[config.mk]
export PLATFORM = sky130hd
export DESIGN_NAME = instr_fetch_unit_flat
export DESIGN_NICKNAME = d
export VERILOG_FILES = /design/src/rtl/mips_pkg.sv /design/src/rtl/instr_fetch_unit_if.sv /design/src/rtl/next_pc_calc.sv /design/src/rtl/instr_fetch_unit.sv /design/src/flat_wrapper.sv
export SDC_FILE = /design/constraint.sdc
export NUM_CORES = 1
export LEC_CHECK = 0
export CAP_MARGIN = 25
export CELL_PAD_IN_SITES_DETAIL_PLACEMENT = 1
export CELL_PAD_IN_SITES_GLOBAL_PLACEMENT = 2
export CORE_AREA = 3 3 175 177
export CTS_CLUSTER_DIAMETER = 50
export DETAILED_ROUTE_END_ITERATION = 16
export DIE_AREA = 0 0 178 180
export PLACE_DENSITY = 0.73
export SLEW_MARGIN = 20
export SYNTH_ARGS = -nofsm -noshare
export SYNTH_HDL_FRONTEND = slang
export SYNTH_SLANG_ARGS = --single-unit
export TNS_END_PERCENT = 50
[constraint.sdc]
create_clock -name clk -period 2.7 [get_ports clk]
set_clock_uncertainty 0.2 [all_clocks]
set_input_delay 0.54 -clock clk [delete_from_list [all_inputs] [get_ports clk]]
set_output_delay 0.54 -clock clk [all_outputs]
set_load 0.005 [all_outputs]
[src/rtl/mips_pkg.sv]
// Shared definitions for the MIPS fetch front end.
// Fetch FSM states, PCSrc encodings and instruction field positions.
package mips_pkg;

    typedef enum logic [1:0] {
        FETCH = 2'd0,
        HOLD  = 2'd1,
        HALT  = 2'd2
    } fetch_state_t;

    localparam logic [1:0] PCSRC_SEQ  = 2'b00;
    localparam logic [1:0] PCSRC_JUMP = 2'b01;
    localparam logic [1:0] PCSRC_JR   = 2'b10;

    localparam int OPCODE_MSB = 31;
    localparam int OPCODE_LSB = 26;
    localparam int FUNCT_MSB  = 5;
    localparam int FUNCT_LSB  = 0;

    function automatic logic [31:0] branch_offset(
        input logic [15:0] imm
    );
        return {{14{imm[15]}}, imm, 2'b00};
    endfunction

endpackage

[src/rtl/instr_fetch_unit_if.sv]
// Instruction memory request/ack bus.
// master = fetch unit, slave = instruction memory.
interface instr_fetch_unit_if;

    logic        ImemReq;
    logic [31:0] ImemAddr;
    logic        ImemAck;
    logic [31:0] ImemRData;

    modport master (
        output ImemReq,
        output ImemAddr,
        input  ImemAck,
        input  ImemRData
    );

    modport slave (
        input  ImemReq,
        input  ImemAddr,
        output ImemAck,
        output ImemRData
    );

endinterface

[src/rtl/next_pc_calc.sv]
// Combinational next-PC select for the accepted instruction.
// Jump beats jr beats taken branch beats sequential.
module next_pc_calc
    import mips_pkg::*;
(
    input  logic [31:0] PCPlus4,
    input  logic [31:0] Instr,
    input  logic [1:0]  PCSrc,
    input  logic        Branch,
    input  logic        Zero,
    input  logic [31:0] RegRs,
    output logic [31:0] NextPC,
    output logic        Misaligned
);

    logic is_jump;
    logic is_jr;
    logic take_br;
    logic unused_op;

    assign unused_op = ^Instr[OPCODE_MSB:OPCODE_LSB];

    always_comb begin
        is_jump = (PCSrc == PCSRC_JUMP);
        is_jr   = (PCSrc == PCSRC_JR);
        // PCSrc 11 behaves like the sequential encoding
        take_br = (PCSrc inside {PCSRC_SEQ, 2'b11})
                  && Branch && Zero;
        NextPC  = PCPlus4;
        unique case (1'b1)
            is_jump: NextPC = {PCPlus4[31:28],
                               Instr[25:0], 2'b00};
            is_jr:   NextPC = RegRs;
            take_br: NextPC = PCPlus4
                              + branch_offset(Instr[15:0]);
            default: NextPC = PCPlus4;
        endcase
        Misaligned = (NextPC[1:0] != 2'b00);
    end

endmodule

[src/rtl/instr_fetch_unit.sv]
// Sequential fetch front end: PC, fetch FSM, instruction
// register and accepted-instruction counter.
module instr_fetch_unit
    import mips_pkg::*;
#(
    parameter logic [31:0] RESET_PC = 32'h0000_0000
) (
    input  logic                       clk,
    input  logic                       reset_n,
    instr_fetch_unit_if.master         imem,
    output logic [31:0]                Instr,
    output logic [5:0]                 OpCode,
    output logic [5:0]                 Funct,
    output logic [31:0]                PCPlus4,
    output logic                       InstrValid,
    input  logic                       DecReady,
    input  logic [1:0]                 PCSrc,
    input  logic                       Branch,
    input  logic                       Zero,
    input  logic [31:0]                RegRs,
    output logic                       AddrError,
    output logic [31:0]                InstrCount
);

    fetch_state_t state;
    fetch_state_t state_nxt;

    logic [31:0] pc_q;
    logic [31:0] instr_q;
    logic [31:0] pcp4_q;
    logic [31:0] cnt_q;
    logic        req_q;
    logic        vld_q;
    logic        err_q;

    logic [31:0] next_pc;
    logic        misaligned;
    logic        ack_take;
    logic        accept;

    next_pc_calc u_next_pc (
        .PCPlus4    (pcp4_q),
        .Instr      (instr_q),
        .PCSrc      (PCSrc),
        .Branch     (Branch),
        .Zero       (Zero),
        .RegRs      (RegRs),
        .NextPC     (next_pc),
        .Misaligned (misaligned)
    );

    // an ack only counts once the request is actually on the bus
    assign ack_take = (state == FETCH) && req_q && imem.ImemAck;
    assign accept   = (state == HOLD) && DecReady;

    always_ff @(posedge clk or negedge reset_n) begin
        if (!reset_n) state <= FETCH;
        else          state <= state_nxt;
    end

    always_comb begin
        state_nxt = state;
        unique case (state)
            FETCH: if (ack_take) state_nxt = HOLD;
            HOLD:  if (accept)
                       state_nxt = misaligned ? HALT : FETCH;
            HALT:  state_nxt = HALT;
            default: state_nxt = FETCH;
        endcase
    end

    // outputs are registered from the upcoming state
    always_ff @(posedge clk or negedge reset_n) begin
        if (!reset_n) begin
            req_q   <= 1'b0;
            vld_q   <= 1'b0;
            pc_q    <= RESET_PC;
            instr_q <= '0;
            pcp4_q  <= '0;
            cnt_q   <= '0;
            err_q   <= 1'b0;
        end else begin
            req_q <= (state_nxt == FETCH);
            vld_q <= (state_nxt == HOLD);
            if (ack_take) begin
                instr_q <= imem.ImemRData;
                pcp4_q  <= pc_q + 32'd4;
            end
            if (accept) begin
                pc_q  <= next_pc;
                cnt_q <= cnt_q + 32'd1;
                if (misaligned) err_q <= 1'b1;
            end
        end
    end

    assign imem.ImemReq  = req_q;
    assign imem.ImemAddr = pc_q;
    assign Instr         = instr_q;
    assign OpCode        = instr_q[OPCODE_MSB:OPCODE_LSB];
    assign Funct         = instr_q[FUNCT_MSB:FUNCT_LSB];
    assign PCPlus4       = pcp4_q;
    assign InstrValid    = vld_q;
    assign AddrError     = err_q;
    assign InstrCount    = cnt_q;

endmodule

[src/flat_wrapper.sv]
// flat-port wrapper written by rule: the top's interface ports become plain ports
module instr_fetch_unit_flat import mips_pkg::*;
#(
    parameter logic [31:0] RESET_PC = 32'h0000_0000
)
  (clk, reset_n, Instr, OpCode, Funct, PCPlus4, InstrValid, DecReady, PCSrc, Branch, Zero, RegRs, AddrError, InstrCount, imem_ImemReq, imem_ImemAddr, imem_ImemAck, imem_ImemRData);
  instr_fetch_unit_if imem_i ();
  input  logic clk;
  input  logic reset_n;
  output logic [31:0] Instr;
  output logic [5:0] OpCode;
  output logic [5:0] Funct;
  output logic [31:0] PCPlus4;
  output logic InstrValid;
  input  logic DecReady;
  input  logic [1:0] PCSrc;
  input  logic Branch;
  input  logic Zero;
  input  logic [31:0] RegRs;
  output logic AddrError;
  output logic [31:0] InstrCount;
  output wire logic [$bits(imem_i.ImemReq)-1:0] imem_ImemReq;
  output wire logic [$bits(imem_i.ImemAddr)-1:0] imem_ImemAddr;
  input wire logic [$bits(imem_i.ImemAck)-1:0] imem_ImemAck;
  input wire logic [$bits(imem_i.ImemRData)-1:0] imem_ImemRData;
  assign imem_ImemReq = imem_i.ImemReq;
  assign imem_ImemAddr = imem_i.ImemAddr;
  assign imem_i.ImemAck = imem_ImemAck;
  assign imem_i.ImemRData = imem_ImemRData;
  instr_fetch_unit #(.RESET_PC(RESET_PC)) u_core (.clk(clk), .reset_n(reset_n), .imem(imem_i), .Instr(Instr), .OpCode(OpCode), .Funct(Funct), .PCPlus4(PCPlus4), .InstrValid(InstrValid), .DecReady(DecReady), .PCSrc(PCSrc), .Branch(Branch), .Zero(Zero), .RegRs(RegRs), .AddrError(AddrError), .InstrCount(InstrCount));
endmodule
* After elaboration in Yosys (flattened, before gate mapping)
Cells that the tools add are included.
Cells by class: add/sub/neg operators 3, equal/unequal tests 6, multiplexer cells 5, reduce and logical (&&, ||, !) cells 11
Operator list (count):
- $pmux W32 S3 | 1
- $add A32 B1 Y32 const B | 1
- $add A32 B3 Y32 const B | 1
- $add A32 B32 Y32 | 1
- $eq A2 B1 Y1 const B | 3
- $eq A2 B2 Y1 const B | 3
- $logic_not A2 Y1 | 3
- $mux W2 | 3
- $pmux W2 S3 | 1
- $logic_and A1 B1 Y1 | 5
- $reduce_bool A2 Y1 | 2
- $reduce_and A2 Y1 | 1
Word-level totals: flip-flop bits (word level) 133

* Longest topological paths before layout
depth after elaboration 10, depth in mapped cells 11, depth with buffers taken out 11

* Cells and area by module
Synthesis repeated with hierarchy kept, for this count alone.
Unflattened totals: cell total of the unflattened synthesis 961, area total of the unflattened synthesis 8147.8 um^2
Modules (own cells, without submodules):
- instr_fetch_unit | times used 1, cells each 603, area each 5733.0 um^2
- next_pc_calc | times used 1, cells each 358, area each 2414.8 um^2

* Worst setup path after synthesis
OpenSTA, ideal clock, no wires.
path type reg-to-reg, from register u_core.instr_q[0] (netlist: u_core.Instr[0]), to register u_core.pc_q[30] (netlist: u_core.imem.ImemAddr[30]), setup time 84 ps, data arrival time 2639 ps, slack -223 ps, stages on the path, launching flop included 12, period minus slack after synthesis 2923 ps, cell sequence dfrtp_1 -> ha_1 -> fa_1 -> a21oi_1 -> o21ai_1 -> and4_4 -> o31ai_2 -> a21boi_0 -> o21ai_0 -> o21ai_0 -> xnor2_1 -> a21boi_0
Between the ends: longest elaborated chain between the ends 2
RTL lines:
- start: declaration | line instr_fetch_unit.sv:29 | logic [31:0] instr_q;
- start signal: assignment | line instr_fetch_unit.sv:86 | instr_q <= imem.ImemRData;
- $add A32 B32 Y32 | line next_pc_calc.sv:35 | + branch_offset(Instr[15:0]);
- $pmux W32 S3 | line next_pc_calc.sv:30 | unique case (1'b1)
- end signal: assignment | line instr_fetch_unit.sv:90 | pc_q <= next_pc;
- end: declaration | line instr_fetch_unit.sv:28 | logic [31:0] pc_q;
Every way passes these cells. A chain may end at the register's enable or synchronous reset.

* Worst setup path after layout
from register u_core.pcp4_q[8] (netlist: u_core.PCPlus4[8]), to register u_core.pc_q[29] (netlist: u_core.imem.ImemAddr[29])
Between the ends: longest elaborated chain between the ends 2
RTL lines:
- start: declaration | line instr_fetch_unit.sv:30 | logic [31:0] pcp4_q;
- start signal: assignment | line instr_fetch_unit.sv:87 | pcp4_q <= pc_q + 32'd4;
- $add A32 B32 Y32 | line next_pc_calc.sv:35
- $pmux W32 S3 | line next_pc_calc.sv:30
Every way passes these cells.

==> reports/qor.yml <==
run_status:
  status: "finished with violations"
  violations: "setup timing"
drt:
  finalWirelength_um: 29080
  drt_iter0_markers: 336
  dr.pass1.iters: 5
  dr_total_vias: 7325
  final_antenna_net_count: 0
  avgRoutedWirePerCell_um: 19.13
  avgViaCountPerCell: 4.819
  drc: 0
synthesis:
  ys_types: 58
  syn_nets: 889
  syn-cell-area_um2: 7591
  yosysWarnings: 0
  synth-seq-cells: 133
  yosysSeqAreaShare: 0.4384
  postSynth.asyncResetShare: 1.000
  synthCells: 783
  synthFlopType: "dfrtp_1"
  synth_edf_count: 0
  synth.avg_cell_area_um2: 9.695
timing:
  slew_viol_final: 0
  fin_crit_sh: 1.081
  fin_ws_ns: -0.2186
  hold_viol_final: 0
  slew_headroom: 0.6439
  tns_ns: -1.993
  setup_viol: 14
  period_needed_ns: 2.919
  rsz0062_at_grt: "true"
  fmax_mhz: 342.6
  tightest_slew_ns: 0.5342
worst_setup_path:
  slowest_stage: "or4_4"
  crit_path_end_kind: "flip-flop"
  arrival_ns: 3.02
  crit_fanout: 5
  cp.required_ns: 2.80
  cp-start-kind: "flip-flop"
  critPathKind: "reg2reg"
  worst_path_largest_cell_delay_ns: 0.48
  path_cells: "ha_4 -> a211oi_4 -> nor2_2 -> or4_4 -> o22a_4 -> o2111a_2 -> a21oi_4 -> a21oi_2 -> xnor2_1 -> a21boi_1"
  path_buf_inv: 0
  critPathTopFamily: "compound AO/OA/AOI/OAI gates"
clock_tree:
  cts_root_buf: "clkbuf_16"
  clk_path_buf_depth: 2
  cts_max_level: 4
  clkTransAtPathRegs_ns: 0.07
  cts.sinks: 133
  clkLatencyLatePin_ns: 0.43
  cts_buffers: 17
  cts_tree: "done"
placement:
  hpwl_um: 21790
  place.gp.congestion: 0.8104
  io_buffer_count: 214
grt:
  grt_usage: 0.1837
  grt_pass1_vias: 8091
  grt_pass1_wl_um: 46110
  antenna_found_initial: 2
  grt.overflow.total: 0
  grt_start_max_net_pins: 57
cells_and_area:
  fin_nets: 1223
  antenna_cells: 0
  drive_above_1_share: 0.2354
  syn2layout_area_growth_pct: 59.95
floorplanning:
  row_count: 63
  fp.dieH_um: 180
  die-area_um2: 32040
  start_util: 0.2582
  die_x_um: 178
  core_um2: 29400
  ios: 215
power:
  p_per_area_nw_per_um2: 411.8
  power.total_uw: 5000
  p_leak_uw: 0.005449
  vdd_ir_drop_max_v: 0.0003273
flow_run:
  cap_violations: 0
worst_hold_path:
  hp-class: "reg2reg"
## final timing paths
check | slack, ns | startpoint | to | depth (start not counted)
max | -0.22 | u_core.PCPlus4[8]$_DFFE_PN0P_ | u_core.imem.ImemAddr[29]$_DFFE_PN0P_ | 10
min | 0.27 | u_core.AddrError$_DFFE_PN0P_ | u_core.AddrError$_DFFE_PN0P_ | 1
max reg2reg | -0.22 | u_core.PCPlus4[8]$_DFFE_PN0P_ | u_core.imem.ImemAddr[29]$_DFFE_PN0P_ | 10
min reg2reg | 0.27 | u_core.AddrError$_DFFE_PN0P_ | u_core.AddrError$_DFFE_PN0P_ | 1
max in group asynchronous | 1.26 | reset_n | u_core.PCPlus4[16]$_DFFE_PN0P_ | 3
min in group asynchronous | 0.36 | reset_n | u_core.InstrCount[30]$_DFFE_PN0P_ | 2
## flip-flops by register name (all words and copies together), names as in the netlist
name and cells:
u_core.Instr 32, u_core.PCPlus4 32, u_core.imem.ImemAddr 32, u_core.InstrCount 32, u_core.state 2, u_core.imem.ImemReq 1, u_core.AddrError 1, u_core.InstrValid 1
## cells in the final DEF (no fill, tap or decap), drive strengths merged, types with 2 or more instances in the layout
cell           Yosys  layout
clkbuf            25      17
o31ai              2       2
and2               3       3
or3                3       3
dfrtp            133     133
o21ai             37      37
xnor2             49      49
xor2              35      35
inv               15      22
a21boi             6       6
mux2              35      35
bufinv             0       5
nand3             33      33
and3              22      22
nor3               5       5
nand2b             5       5
o21bai             5       5
o211ai             6       6
mux2i              3       3
nand4             11      11
buf               19     145
nor2              79      79
a31oi              7       7
ha                33      33
a22oi              2       2
clkinv             0       2
and4               3       3
a211oi             5       5
clkdlybuf4s50      0     213
a222oi            22      22
a221oi             7       7
o21a              12      12
a21o               8       8
a21oi             71      71
nand2             69      69
## cell families after synthesis
kind of cell	Yosys count	synth area share
and+or+nand+nor	237	0.1432
AOI/OAI and AO/OA	198	0.1731
DFF	133	0.4384
xor gates and xnor gates	84	0.09692
buffers and inverters	59	0.03544
muxes	38	0.05588
adders and majority gates	34	0.05703
## repair_timing
| action | 4_1_cts | 5_1_grt |
|---|---|---|
| buffers inserted | 5 | 6 |
| gates resized for setup | 19 | 34 |
| hold buffers | 1 | 0 |
| gates cloned | 0 | 0 |
| setup endpoints to repair | 17 | 19 |
| hold endpoints to repair | 32 | 0 |
| pin swaps | 19 | 19 |
## final cells by class
type / instances / area [um2]
Clock inverter: 15 / 240.2
Tap cell: 390 / 488.0
Inverter: 15 / 56.30
Clock buffer: 17 / 425.4
Timing Repair Buffer: 359 / 3317
Sequential cell: 133 / 3329
Multi-Input combinational cell: 591 / 4285
Fill cell: 3326 / 17260
## where the power goes
group / internal, uW / switching, uW
Clock: 1670 / 1050
Combinational: 145 / 139
Sequential: 1990 / 0
## routing by layer
metal / global-route usage / share of wire / vias to the layer above
met4: 0.04273 / 0.0099 / 4
met5: 0 / 0.00093 / -
met3: 0.03697 / 0.040 / 20
met2: 0.3225 / 0.52 / 155
li1: - / - / 3482
met1: 0.2302 / 0.43 / 3664
## synthesized netlist by cell type (21+ instances only)
cell	number	area (um2)
dfrtp_1	133	3328
a21oi_1	68	340.3
clkbuf_1	25	93.84
nand3_1	33	165.2
and3_1	21	131.4
xnor2_1	49	429.2
nand2_1	69	259.0
nor2_1	79	296.5
o21ai_0	33	165.2
ha_1	33	412.9
xor2_1	35	306.5
a222oi_1	22	220.2
mux2_2	35	394.1
## per-stage QoR
step | std cells | hold WS (ns) | cell area (um2) | setup WS [ns] | utilization
2_1_floorplan | 783 | 0.04441 | 7639 | -0.007970 | -
3_3_place_gp | 1476 | 0.2520 | 11140 | -0.2528 | 0.3790
3_5_place_dp | 1476 | 0.2551 | 11140 | -0.2686 | 0.3790
4_1_cts | 1514 | 0.2821 | 11950 | -0.2192 | 0.4063
5_1_grt | 1520 | 0.3000 | 12140 | -0.3239 | 0.4130
6_report | 1520 | 0.2707 | 12140 | -0.2186 | 0.4130
No activity file was read; power rests on OpenSTA's default activity.
